==> config.mk <==
export PLATFORM = sky130hd
export DESIGN_NAME = md_sequencer
export DESIGN_NICKNAME = d
export VERILOG_FILES = /design/src/rtl/md_sequencer.sv
export SDC_FILE = /design/constraint.sdc
export NUM_CORES = 1
export LEC_CHECK = 0
export BUFFER_PORTS_ARGS = -buffer_cell sky130_fd_sc_hd__buf_2
export CORE_MARGIN = 2
export CORE_UTILIZATION = 35
export DETAILED_ROUTE_END_ITERATION = 7
export SLEW_MARGIN = 0
export SYNTH_ARGS = -nofsm -noshare
export SYNTH_HDL_FRONTEND = slang
export SYNTH_SLANG_ARGS = --single-unit
==> constraint.sdc <==
create_clock -name clk -period 3.75 [get_ports clk]
set_clock_uncertainty 0.1 [all_clocks]
set_input_delay 0.5625 -clock clk [delete_from_list [all_inputs] [get_ports clk]]
set_output_delay 0.5625 -clock clk [all_outputs]
set_load 0.02 [all_outputs]
==> src/rtl/md_sequencer.sv <==
// Iterative multiply/divide sequencer owning HI/LO: radix-2 shift-add multiply and
// restoring divide, WIDTH iterations plus one sign-fix cycle; mthi/mtlo complete at once.
module md_sequencer #(
    parameter int WIDTH = 32
) (
    input  logic             clk,
    input  logic             reset,
    input  logic             start,
    input  logic [2:0]       op,
    input  logic [WIDTH-1:0] d1,
    input  logic [WIDTH-1:0] d2,
    input  logic             cancel,
    output logic             busy,
    output logic             done,
    output logic [WIDTH-1:0] hi,
    output logic [WIDTH-1:0] lo
);

    localparam int CW = $clog2(WIDTH + 1);

    localparam logic [1:0] S_IDLE = 2'd0;
    localparam logic [1:0] S_RUN  = 2'd1;
    localparam logic [1:0] S_FIX  = 2'd2;

    localparam logic [2:0] OP_MULT  = 3'd1;
    localparam logic [2:0] OP_MULTU = 3'd2;
    localparam logic [2:0] OP_DIV   = 3'd3;
    localparam logic [2:0] OP_DIVU  = 3'd4;
    localparam logic [2:0] OP_MTHI  = 3'd5;
    localparam logic [2:0] OP_MTLO  = 3'd6;

    logic [1:0]         state_q, state_d;
    logic [CW-1:0]      cnt_q, cnt_d;
    logic [2*WIDTH-1:0] acc_q, acc_d;
    logic [WIDTH-1:0]   opb_q, opb_d;
    logic               is_div_q, is_div_d;
    logic               negp_q, negp_d;
    logic               negr_q, negr_d;
    logic               dz_q, dz_d;
    logic [WIDTH-1:0]   hi_q, hi_d;
    logic [WIDTH-1:0]   lo_q, lo_d;
    logic               done_q, done_d;

    logic               accept;
    logic               signed_op;
    logic [WIDTH:0]     mul_sum;
    logic [WIDTH:0]     div_shift;
    logic [WIDTH:0]     div_diff;

    function automatic logic [WIDTH-1:0] mag(input logic signed [WIDTH-1:0] x);
        return x[WIDTH-1] ? $unsigned(-x) : $unsigned(x);
    endfunction

    function automatic logic [WIDTH-1:0] negate_w(input logic [WIDTH-1:0] x, input logic n);
        return n ? (~x + WIDTH'(1)) : x;
    endfunction

    function automatic logic [2*WIDTH-1:0] negate_2w(input logic [2*WIDTH-1:0] x, input logic n);
        return n ? (~x + (2*WIDTH)'(1)) : x;
    endfunction

    // acc holds {partial product, multiplier} for mult and {remainder, dividend/quotient} for div
    assign mul_sum   = {1'b0, acc_q[2*WIDTH-1:WIDTH]} + {1'b0, (acc_q[0] ? opb_q : '0)};
    assign div_shift = {acc_q[2*WIDTH-1:WIDTH], acc_q[WIDTH-1]};
    assign div_diff  = div_shift - {1'b0, opb_q};

    assign accept    = (state_q == S_IDLE) && start && !cancel && (op != 3'd0) && (op != 3'd7);
    assign signed_op = (op == OP_MULT) || (op == OP_DIV);

    always_comb begin
        state_d  = state_q;
        cnt_d    = cnt_q;
        acc_d    = acc_q;
        opb_d    = opb_q;
        is_div_d = is_div_q;
        negp_d   = negp_q;
        negr_d   = negr_q;
        dz_d     = dz_q;
        hi_d     = hi_q;
        lo_d     = lo_q;
        done_d   = 1'b0;

        case (state_q)
            S_IDLE: begin
                if (accept) begin
                    if (op == OP_MTHI) begin
                        hi_d = d1;
                    end else if (op == OP_MTLO) begin
                        lo_d = d1;
                    end else begin
                        acc_d    = {{WIDTH{1'b0}}, (signed_op ? mag(d1) : d1)};
                        opb_d    = signed_op ? mag(d2) : d2;
                        is_div_d = (op == OP_DIV) || (op == OP_DIVU);
                        negp_d   = signed_op && (d1[WIDTH-1] ^ d2[WIDTH-1]);
                        negr_d   = signed_op && d1[WIDTH-1];
                        dz_d     = (d2 == '0);
                        cnt_d    = '0;
                        state_d  = S_RUN;
                    end
                end
            end
            S_RUN: begin
                if (is_div_q) begin
                    if (div_diff[WIDTH]) begin
                        acc_d = {div_shift[WIDTH-1:0], acc_q[WIDTH-2:0], 1'b0};
                    end else begin
                        acc_d = {div_diff[WIDTH-1:0], acc_q[WIDTH-2:0], 1'b1};
                    end
                end else begin
                    acc_d = {mul_sum, acc_q[WIDTH-1:1]};
                end
                cnt_d = cnt_q + CW'(1);
                if (cnt_q == CW'(WIDTH - 1)) begin
                    state_d = S_FIX;
                end
            end
            S_FIX: begin
                // Remainder negation restores the original dividend on divide-by-zero
                if (is_div_q) begin
                    lo_d = dz_q ? '1 : negate_w(acc_q[WIDTH-1:0], negp_q);
                    hi_d = negate_w(acc_q[2*WIDTH-1:WIDTH], negr_q);
                end else begin
                    {hi_d, lo_d} = negate_2w(acc_q, negp_q);
                end
                done_d  = 1'b1;
                state_d = S_IDLE;
            end
            default: begin
                state_d = S_IDLE;
            end
        endcase
    end

    always_ff @(posedge clk) begin
        if (!reset) begin
            state_q  <= S_IDLE;
            cnt_q    <= '0;
            acc_q    <= '0;
            opb_q    <= '0;
            is_div_q <= 1'b0;
            negp_q   <= 1'b0;
            negr_q   <= 1'b0;
            dz_q     <= 1'b0;
            hi_q     <= '0;
            lo_q     <= '0;
            done_q   <= 1'b0;
        end else begin
            state_q  <= state_d;
            cnt_q    <= cnt_d;
            acc_q    <= acc_d;
            opb_q    <= opb_d;
            is_div_q <= is_div_d;
            negp_q   <= negp_d;
            negr_q   <= negr_d;
            dz_q     <= dz_d;
            hi_q     <= hi_d;
            lo_q     <= lo_d;
            done_q   <= done_d;
        end
    end

    assign busy = (state_q != S_IDLE);
    assign done = done_q;
    assign hi   = hi_q;
    assign lo   = lo_q;

endmodule
# Word-level counts from Yosys, hierarchy flattened
# Index checks and enable logic that the tools add are counted.
[totals] register_bits=173 output_inout_bits=66 inputBits=71
[classes] addsub=8 bitwise=6 n_eq_ne=15 reduce_logical=20 n_mux=34
[op_table] cell="32-bit two-way mux" n=15
[op_table] cell="64-bit two-way mux" n=6
[op_table] cell="32-bit case mux with 2 select lines" n=2
[op_table] cell="64-bit case mux with 2 select lines" n=1
[op_table] cell="32-bit by 1-bit adder with 32-bit output (second input constant)" n=2
[op_table] cell="64-bit by 1-bit adder with 64-bit output (second input constant)" n=1
[op_table] cell="32-bit negation" n=2
[op_table] cell="32-bit NOT" n=2
[op_table] cell="64-bit NOT" n=1
[op_table] cell="32-bit by 32-bit adder with 33-bit output" n=1
[op_table] cell="33-bit by 32-bit subtractor with 33-bit output" n=1
[op_table] cell="32-bit logical NOT" n=1
[op_table] cell="6-bit two-way mux" n=3
[op_table] cell="4-bit AND reduction" n=4
[op_table] cell="6-bit case mux with 2 select lines" n=1
[op_table] cell="3-bit equality test (second input constant)" n=3
[op_table] cell="2-bit two-way mux" n=4
[op_table] cell="2-bit inequality test (second input constant)" n=4
[op_table] cell="6-bit by 1-bit adder with 6-bit output (second input constant)" n=1
[op_table] cell="6-bit by 5-bit equality test with 1-bit output (second input constant)" n=1
[op_table] cell="1-bit logical AND" n=6
[op_table] cell="2-bit nonzero test" n=3
[op_table] cell="2-bit by 1-bit inequality test with 1-bit output (second input constant)" n=2
[op_table] cell="2-bit case mux with 2 select lines" n=1
[op_table] cell="other kinds (13)" n=15

# Longest topological paths before layout
# Gate-level depths: netlist of the first run.
[logic_depth] ltp_word=7 depth_mapped=14 mapped_depth_nobuf=13

# Worst setup path after synthesis of the first run
# No wires, ideal clock.
[synth_timing] kind="register -> register" start="register acc_q[36]" end="register acc_q[59]" path_stages_with_launch=11 t_arrival_ns=3.008 t_required_ns=3.571 period_less_slack_ns=3.187 slack_ns=0.563 cell_sequence="dfxtp_1 > ha_1 > a21o_1 > or3_1 > o221a_4 > a211o_1 > a211oi_4 > xnor2_2 > nand2_1 > or4_1 > o211ai_1"
[synth_via] elab_chain_len=4 word_cells_on_any_way=5 classes_between="add/sub: 2; mux: 3"
[synth_rtl] element="from (decl)" line="34" rtl="logic [2*WIDTH-1:0] acc_q, acc_d;"
[synth_rtl] element="from (signal assigned)" line="138" rtl="acc_q <= '0;"
[synth_rtl] element="from (signal assigned)" line="150" rtl="acc_q <= acc_d;"
[synth_rtl] element="33-bit by 32-bit subtractor with 33-bit output" line="65" rtl="assign div_diff = div_shift - {1'b0, opb_q};"
[synth_rtl] element="64-bit two-way mux" line="104" rtl="if (div_diff[WIDTH]) begin"
[synth_rtl] element="64-bit two-way mux (*)" line="103" rtl="if (is_div_q) begin"
[synth_rtl] element="64-bit case mux with 2 select lines (*)" line="83" rtl="case (state_q)"
# Every way passes the cells marked *; elsewhere a longest branch is shown, timed or not.
# A chain may end at the register's enable or synchronous reset.

# Final worst setup path of the first run
[layout_timing] start="register acc_q[31]" end="register acc_q[59]"
[layout_via] elab_chain_len=4
[layout_rtl] element="33-bit by 32-bit subtractor with 33-bit output" line="65"
[layout_rtl] element="64-bit two-way mux" line="104"
[layout_rtl] element="64-bit two-way mux" line="103"
[layout_rtl] element="64-bit case mux with 2 select lines" line="83"
# Every way passes these cells.

==> reports/metrics.yaml, run 1 <==
run_status:
  status: "complete, no violations"
floorplan:
  die-area_um2: 42700
  start_util: 0.353
  dieHeight_um: 207
  die_w_um: 207
  top_level_ports: 137
  num_rows: 74
  coreArea_um2: 40600
placement:
  place_hpwl_um: 37600
  placed_area_um2: 16100
  place_worst_setup_slack_ns: 0.138
  dp_cells: 2563
  io_buffers: 136
  gp_congestion: 0.949
global_routing:
  gr-total-overflow: 0
  antenna_found_initial: 0
  grt_pass1_wl_um: 76400
  grt_pass1_vias: 13901
  grt_start_max_net_pins: 72
  grt_use_total: 0.229
cells_and_area:
  multi_input_area_um2: 10300
  drive_above_1_share: 0.157
  area_growth_pct: 16.6
  stdcell_area_um2: 16700
  num-fill-cells: 4146
  fin_cells: 2598
  register_area_um2: 3460
  fin_nets: 2194
sta:
  setup_tns_ns: 0
  hold_ws_ns: 0.329
  hold_violations: 0
  maxSlewHeadroom: 0.452
  fmax_mhz: 278
  tightestPinTransition_ns: 0.821
  fin_crit_sh: 0.959
  drv_slew: 0
  fin_ws_ns: 0.153
  finalSetupViolCount: 0
  rsz0062_at_grt: "false"
  min_period_ns: 3.60
clock_network:
  cts.sink_count: 173
  ctsHoldBuffers: 0
  cts_tree: "built"
  cts-root-buf: "clkbuf_16"
  htree_levels: 4
  clk_latency_ns: 0.47
  cts_buffers: 17
  path_clk_slew_ns: 0.07
  clockBufferDepth: 2
drt:
  vias: 14771
  routed_via_density: 5.69
  ant_nets: 0
  wl_per_cell_um: 19.0
  dr.first_iter.drc_count: 1180
  dr.pass1.iters: 5
  routed_wl_um: 49400
  drc_errors: 0
worst_setup_path:
  cp-startpoint: "acc_q[31]"
  rr_startpoint: "acc_q[31]"
  start_kind: "flop"
  worst-setup-path-type: "flop to flop"
  arrival_ns: 3.88
  reg2reg_setup_slack_ns: 0.15
  r2r-end: "acc_q[59]"
  cp_max_fo: 5
  rr_worst_depth: 14
  endpoint_kind: "flop"
  crit_required_ns: 4.03
logic_synthesis:
  yosys_warnings: 0
  syn_area_um2: 14400
  synthDistinctLibCells: 80
  synth.avg_cell_area_um2: 7.53
  ys_seq_area_frac: 0.241
  synth_flop_cell: "dfxtp_1"
  synthCells: 1907
  postSynth.asyncResetShare: 0
  synth-seq-cells: 173
  synth_edf_count: 0
  syn-num-nets: 2049
flow_run:
  drv_cap: 0
power:
  intPower_mw: 3.36
  power.density_nw_per_um2: 305
  pwr-share-seq: 0.388
  p_comb_frac: 0.241
  pwr-share-clk: 0.371
  ir_drop_uv: 215
  switching_power_mw: 1.74
  p_leak_nw: 7.40
  p_sw_frac: 0.341
min_path:
  hold_path_depth: 2
  min_path_type: "input port to flop"
  hold_path_startpoint: "reset"
  hold_end: "cnt_q[0]"
## per-stage QoR
step                       util  total power, mW
after global placement    0.396             3.21
after detailed placement  0.396             3.22
after global routing      0.412             5.31
after CTS                 0.411             5.12
final                     0.412             5.10
after floorplan               -             2.84
## logic make-up (layout without fill, tap and decap cells)
group,count (synthesis),in the layout,synth area share
and+or+nand+nor,643,643,0.214
AOI/OAI and AO/OA,600,600,0.275
buffers and inverters,174,332,0.0483
DFF,173,173,0.241
xor gates and xnor gates,168,168,0.103
muxes,78,78,0.0555
adders and majority gates,71,71,0.0629
other,0,1,0
## per-layer routing
metal / vias to the layer above / GRT usage / part of all wire / routed length (µm)
li1: 7188 / - / - / -
met1: 7029 / 0.308 / 0.46 / 22900
met2: 499 / 0.380 / 0.45 / 22400
met3: 55 / 0.0344 / 0.062 / 3040
met4: 0 / 0.0617 / 0.020 / 991
met5: - / 0 / 0 / 0
## registers in the layout (all words and copies together), names as in the netlist
signal,flops
hi,32
done,1
acc_q,64
dz_q,1
opb_q,32
negp_q,1
negr_q,1
cnt_q,6
lo,32
state_q,2
is_div_q,1
## critical path, stage by stage, from the launching register on
cell	delay [ns]
dfxtp_1	0.37
inv_1	0.17
ha_1	0.23
fa_1	0.20
nand2b_1	0.18
a21oi_2	0.08
buf_4	0.15
o221a_4	0.26
a211o_1	0.34
a211oi_4	0.40
xnor2_4	0.16
buf_4	0.15
nand2_1	0.07
or4_1	0.55
o211ai_1	0.11
## worst max-delay path by stage
stage | end | slack, ns | cells after the start
4_1_cts | acc_q[59] | 0.09 | 13
3_5_place_dp | acc_q[59] | 0.14 | 13
5_1_grt | acc_q[35] | 0.02 | 15
3_3_place_gp | acc_q[59] | 0.25 | 13
2_1_floorplan | acc_q[59] | 0.56 | 10
6_report | acc_q[59] | 0.15 | 14
## cell usage after synthesis (all sizes together), types with 21 or more instances
cell type,n,share of area
a21oi,166,0.058
xor2,92,0.056
inv,56,0.015
or3,23,0.010
nor3,30,0.012
a211oi,41,0.022
ha,69,0.060
nor2,225,0.059
dfxtp,173,0.24
o211a,47,0.033
buf,21,0.0081
nor2b,50,0.022
nand3,27,0.0094
o21ai,146,0.051
mux2i,65,0.045
a21o,26,0.014
clkbuf,97,0.026
xnor2,76,0.047
nand2,173,0.045
o31ai,27,0.014
## power by group through the flow
stage	logic (mW)	clock network, mW	registers [mW]
after detailed placement	1.20	0	2.02
after floorplan	0.841	0	2.00
after CTS	1.21	1.93	1.98
after global placement	1.19	0	2.02
after global routing	1.34	1.98	1.99
final	1.23	1.89	1.98
## repair_timing
item / 4_1_cts / 5_1_grt
endpoints found under the setup margin: 0 / 14
buffers inserted: 0 / 2
resized for setup: 0 / 3
## cells in the final DEF (no fill, tap or decap), drive strengths merged, types with 8 or more instances in the layout
master	count
or4	18
dfxtp	173
a22oi	19
nor4	16
a21oi	166
o211ai	15
nand3	27
or3	23
mux2i	65
a21o	26
xor2	92
a31oi	17
nor3	30
buf	244
nand4	16
clkbuf	18
or2	9
nor2	225
o21bai	9
a211oi	41
nor2b	50
o21ai	146
o21a	8
mux2	13
nand2	173
inv	65
ha	69
o41ai	19
xnor2	76
o31ai	27
a21boi	10
a221o	9
nand2b	15
and2	14
o211a	47
and3	10
## cell type report
| type | instances | area share |
|---|---|---|
| Multi-Input combinational cell | 1560 | 0.613 |
| Sequential cell | 173 | 0.207 |
| Timing Repair Buffer | 244 | 0.0915 |
| Tap cell | 532 | 0.0398 |
| Clock buffer | 18 | 0.0262 |
| Inverter | 56 | 0.0126 |
| Clock inverter | 14 | 0.00994 |
| Antenna cell | 1 | 0.000149 |
(Power assumes the default switching activity.)
==> run 2, diff against run 1 <==
- clock period: 3.75 -> 3.2 ns (I/O delays scaled with it)
==> run 2 against run 1 <==
  * Count of clock-buffer cells in the layout unchanged
  * Worst hold slack worse by 0.095 ns
  * Final cell count rose by 3.7%
==> reports/metrics.yaml, run 2 (synthesis gave the netlist of run 1 again) <==
run_status:
  status: "complete, no violations"
power:
  ir_drop_uv: 328
  p_leak_nw: 7.92
  p_sw_frac: 0.337
  power.density_nw_per_um2: 351
  intPower_mw: 4.12
  p_comb_frac: 0.269
  power_mw: 6.21
  switching_power_mw: 2.09
  pwr-share-seq: 0.369
  pwr-share-clk: 0.362
sta:
  fmax_mhz: 319
  setup_tns_ns: 0
  rsz0062_at_grt: "true"
  drv_slew: 0
  hold_violations: 0
  min_period_ns: 3.14
  tightestPinTransition_ns: 0.726
  fin_crit_sh: 0.981
  maxSlewHeadroom: 0.514
  finalSetupViolCount: 0
clock_network:
  cts.sink_count: 173
  path_clk_slew_ns: 0.08
  cts-root-buf: "clkbuf_16"
  clk_latency_ns: 0.46
  cts_buffers: 17
  ctsHoldBuffers: 0
  cts_tree: "built"
  htree_levels: 4
  clockBufferDepth: 2
floorplan:
  die_w_um: 207
  die-area_um2: 42700
  coreArea_um2: 40600
  dieHeight_um: 207
  num_rows: 74
  start_util: 0.353
  top_level_ports: 137
global_routing:
  grt_pass1_vias: 14393
  gr-total-overflow: 0
  grt.busiest_layer: "met2"
  antenna_found_initial: 0
  grt_pass1_wl_um: 79100
  grt_start_max_net_pins: 64
  grt.met3_usage: 0.0356
  grtUsageMet2: 0.395
  grtUsageMet1: 0.317
  grt_use_total: 0.237
drt:
  wl_per_cell_um: 18.8
  ant_nets: 0
  vias: 15140
  routed_via_density: 5.62
  drc_errors: 0
  dr.first_iter.drc_count: 1115
  routed_wl_um: 50800
  dr.pass1.iters: 5
placement:
  io_buffers: 136
  gp_congestion: 0.987
  placed_area_um2: 16700
  place_hpwl_um: 38900
  dp_cells: 2642
flow_run:
  drv_cap: 0
cells_and_area:
  largest_reg_flops: 64
  post-route-util: 0.436
  num-fill-cells: 4106
  regMostFlops: "acc_q"
  final_common_cell: "nor2_1"
  layout_common_cells: "nor2_1, buf_4, nand2_1"
  stdcell_area_um2: 17700
  area_growth_pct: 23.3
  fin_cells: 2693
  multi_input_area_um2: 10400
  fin_nets: 2289
  drive_above_1_share: 0.213
  register_area_um2: 3470
worst_setup_path:
  crit_slowest_cell: "dfxtp_1"
  max_stage_delay_ns: 0.40
  arrival_ns: 3.36
  cp_max_fo: 7
  worst-setup-path-type: "flop to flop"
  path_cells: "buf_6, ha_1, nor2b_1, o31a_1, o2111a_1, o211ai_1, a21oi_2, or3_1, a21oi_1, xor2_1, o2111ai_1"
  endpoint_kind: "flop"
  crit_required_ns: 3.42
  start_kind: "flop"
min_path:
  min_path_type: "input port to flop"
run 2: changes by cell type in the layout (fill, tap and decap cells not counted), moves of 7 or more:
| cell | delta |
|---|---|
| buf_4 | +85 |
| dfxtp_1 | -7 |
| dfxtp_2 | +7 |
| ha_1 | -8 |
| o21ai_0 | -7 |
run 2: layout make-up:
type	instances	share of cell area
well taps	532	0.0376
repair buffers	339	0.131
multi-input cells	1560	0.589
clock buffers	18	0.0242
flip-flops and latches	173	0.196
diodes	1	0.000141
clock inverters	14	0.00968
inverters	56	0.0119
run 2: repair_timing:
action / CTS / global route
pin swaps: 9 / 19
setup endpoints to repair: 30 / 33
gates cloned: 0 / 2
resized for setup: 26 / 39
buffers inserted: 9 / 8
run 2: metrics by stage:
| step | worst slack (ns) | hold WS, ns |
|---|---|---|
| after floorplan | 0.0131 | 0.341 |
| after global placement | -0.105 | 0.357 |
| after detailed placement | -0.215 | 0.370 |
| after CTS | -0.0154 | 0.212 |
| after global routing | -0.0104 | 0.226 |
| final | 0.0623 | 0.234 |
run 2: power by group through the flow:
stage          Combinational [mW]  Sequential [mW]  Clock, mW
2_1_floorplan               0.985             2.34          0
3_3_place_gp                 1.55             2.34          0
3_5_place_dp                 1.57             2.34          0
4_1_cts                      1.61             2.29       2.28
5_1_grt                      1.82             2.30       2.36
6_report                     1.67             2.29       2.25
run 2: path summary, 6_finish.rpt:
check / from / slack, ns / cells past startpoint / end
worst max register to register: acc_q[32] / 0.06 / 11 / acc_q[61]
worst max-delay path: acc_q[32] / 0.06 / 11 / acc_q[61]
worst min-delay path: op[2] / 0.23 / 3 / is_div_q
worst min register to register: lo[4] / 0.37 / 2 / lo[4]
run 2: worst max-delay path: cells and delay by family, from the launching register on:
family / cells / cell delay [ns]
and+or+nand+nor: 2 / 0.47
DFF: 1 / 0.40
buffers and inverters: 1 / 0.16
AOI/OAI and AO/OA: 6 / 1.37
xor gates and xnor gates: 1 / 0.27
adders and majority gates: 1 / 0.22
run 2: routing by layer:
layer	routed length, µm	vias up
met5	0	-
li1	-	7364
met3	3470	72
met2	22800	494
met1	23200	7210
met4	1250	0
==> run 3, diff against run 2 <==
- CORE_MARGIN: 2 -> 3
- RECOVER_POWER: not set -> 50
==> run 3 against run 2 <==
  * Count of clock-buffer cells in the layout decreased by 1
  * Sequential power about the same
  * Die area is 1.9% higher
  * Final cell count fell by 0.11%
  * Global-route usage decreased by 1.1 points
  * First-iteration DRC count is 0.99% lower
  * Fmax is 2.4% lower
  * The run now ends with setup timing left
==> reports/metrics.yaml, run 3 (synthesis gave the netlist of run 1 again) <==
worst_setup_path:
  rr_startpoint: "opb_q[5]"
  crit_required_ns: 3.44
  crit_slowest_cell: "dfxtp_2"
  r2r-end: "acc_q[56]"
  worst-setup-path-type: "flop to flop"
  path_cells: "inv_2, ha_4, a21o_1, or3_4, o221a_4, a211o_1, a211oi_4, xnor2_4, buf_12, buf_6, mux2_4, a221o_1"
  reg2reg_setup_slack_ns: -0.01
  start_kind: "flop"
  arrival_ns: 3.46
  max_stage_delay_ns: 0.35
  rr_worst_depth: 12
  endpoint_kind: "flop"
  cp_max_fo: 3
sta:
  finalSetupViolCount: 2
  min_period_ns: 3.21
  tightestPinTransition_ns: 1.10
  fin_ws_ns: -0.0150
  fin_crit_sh: 1.00
  maxSlewHeadroom: 0.266
  fmax_mhz: 311
  hold_violations: 0
  drv_slew: 0
  rsz0062_at_grt: "true"
global_routing:
  grt_pass1_vias: 14403
  gr-total-overflow: 0
  grt_use_total: 0.226
  grt_start_max_net_pins: 110
  grt_pass1_wl_um: 79400
  antenna_found_initial: 0
clock_network:
  clk_latency_ns: 0.47
  cts-root-buf: "clkbuf_16"
  cts.sink_count: 173
  cts_buffers: 17
  cts_tree: "built"
  clockBufferDepth: 2
  htree_levels: 4
  path_clk_slew_ns: 0.08
cells_and_area:
  post-route-util: 0.443
  area_growth_pct: 23.6
  largest_reg_flops: 64
  drive_above_1_share: 0.188
  layout_common_cells: "nor2_1, buf_4, nand2_1"
  regMostFlops: "acc_q"
  stdcell_area_um2: 17800
  fin_nets: 2292
  final_common_cell: "nor2_1"
drt:
  routed_via_density: 5.60
  dr.pass1.iters: 6
  dr.first_iter.drc_count: 1104
  wl_per_cell_um: 18.9
  ant_nets: 0
  drc_errors: 0
  routed_wl_um: 50800
  vias: 15051
min_path:
  min_path_type: "input port to flop"
  hold_end: "is_div_q"
  hold_path_startpoint: "op[2]"
  hold_path_depth: 3
placement:
  gp_congestion: 0.898
  io_buffers: 136
  placed_area_um2: 16800
  place_hpwl_um: 38800
power:
  ir_drop_uv: 319
  power.density_nw_per_um2: 347
  p_leak_nw: 7.69
flow_run:
  drv_cap: 0
floorplan:
  coreArea_um2: 40100
  start_util: 0.358
  num_rows: 73
  die_w_um: 209
  die-area_um2: 43500
  dieHeight_um: 209
  top_level_ports: 137
run_status:
  violations: "setup timing"
  status: "finished, violations left"
-- run 3: cell count changes in the layout (fill, tap and decap cells not counted), sizes merged --
cell,before,now
clkbuf,20,86
inv,64,65
diode,1,2
clkinvlp,3,0
bufinv,2,0
clkinv,1,6
buf,337,273
-- run 3: area by class of cell --
class,count,area (µm²)
clock inverters,15,170
multi-input cells,1560,10500
inverters,56,213
clock buffers,17,425
diodes,2,5.00
fillers,4086,22300
well taps,525,657
flip-flops and latches,173,3480
repair buffers,342,2300
-- run 3: report_power, final --
part | switching (mW) | leakage [nW] | internal (mW)
combinational | 0.961 | 5.99 | 0.732
sequential | 0.0723 | 1.41 | 2.23
clock | 1.12 | 0.293 | 1.06
total | 2.15 | 7.69 | 4.01
-- run 3: worst max-delay path, delay by kind of cell (launching register included) --
family                   cells  cell delay, ns
multiplexers                 1            0.28
buffers and inverters        3            0.28
XOR/XNOR                     1            0.18
flip-flops                   1            0.35
adder cells (fa/ha/maj)      1            0.21
AND/OR/NAND/NOR              1            0.34
AO/OA/AOI/OAI                5            1.36
-- run 3: per-stage QoR --
stage	hold WS [ns]	power, mW	TNS, ns	worst slack [ns]	instances
after floorplan	0.341	3.32	0	0.0131	1907
after global placement	0.371	3.85	-0.932	-0.246	2639
after detailed placement	0.371	3.87	-1.82	-0.294	2639
after CTS	0.217	6.17	-1.15	-0.113	2685
after global routing	0.235	6.44	-0.993	-0.124	2688
final	0.232	6.17	-0.0272	-0.0150	2690
-- run 3: how the worst max path moves through the flow --
| stage | from | to | slack (ns) | depth (start not counted) |
|---|---|---|---|---|
| floorplan | acc_q[36] | acc_q[59] | 0.01 | 10 |
| global placement | acc_q[0] | acc_q[55] | -0.25 | 14 |
| detailed placement | acc_q[0] | acc_q[55] | -0.29 | 14 |
| CTS | opb_q[5] | acc_q[35] | -0.11 | 14 |
| global route | opb_q[5] | acc_q[35] | -0.12 | 14 |
| finish | opb_q[5] | acc_q[56] | -0.01 | 12 |
-- run 3: metal layers --
| layer | global-route usage | share of wire |
|---|---|---|
| met2 | 0.372 | 0.45 |
| met4 | 0.0554 | 0.020 |
| met3 | 0.0399 | 0.064 |
| met1 | 0.308 | 0.46 |
| met5 | 0 | 0 |
-- run 3: repair_timing --
action / 4_1_cts / 5_1_grt
resized for setup: 49 / 40
hold endpoints to repair: 0 / 0
cloned: 3 / 0
setup buffers: 12 / 4
hold buffers: 0 / 0
pin swaps: 15 / 15
setup endpoints to repair: 23 / 33
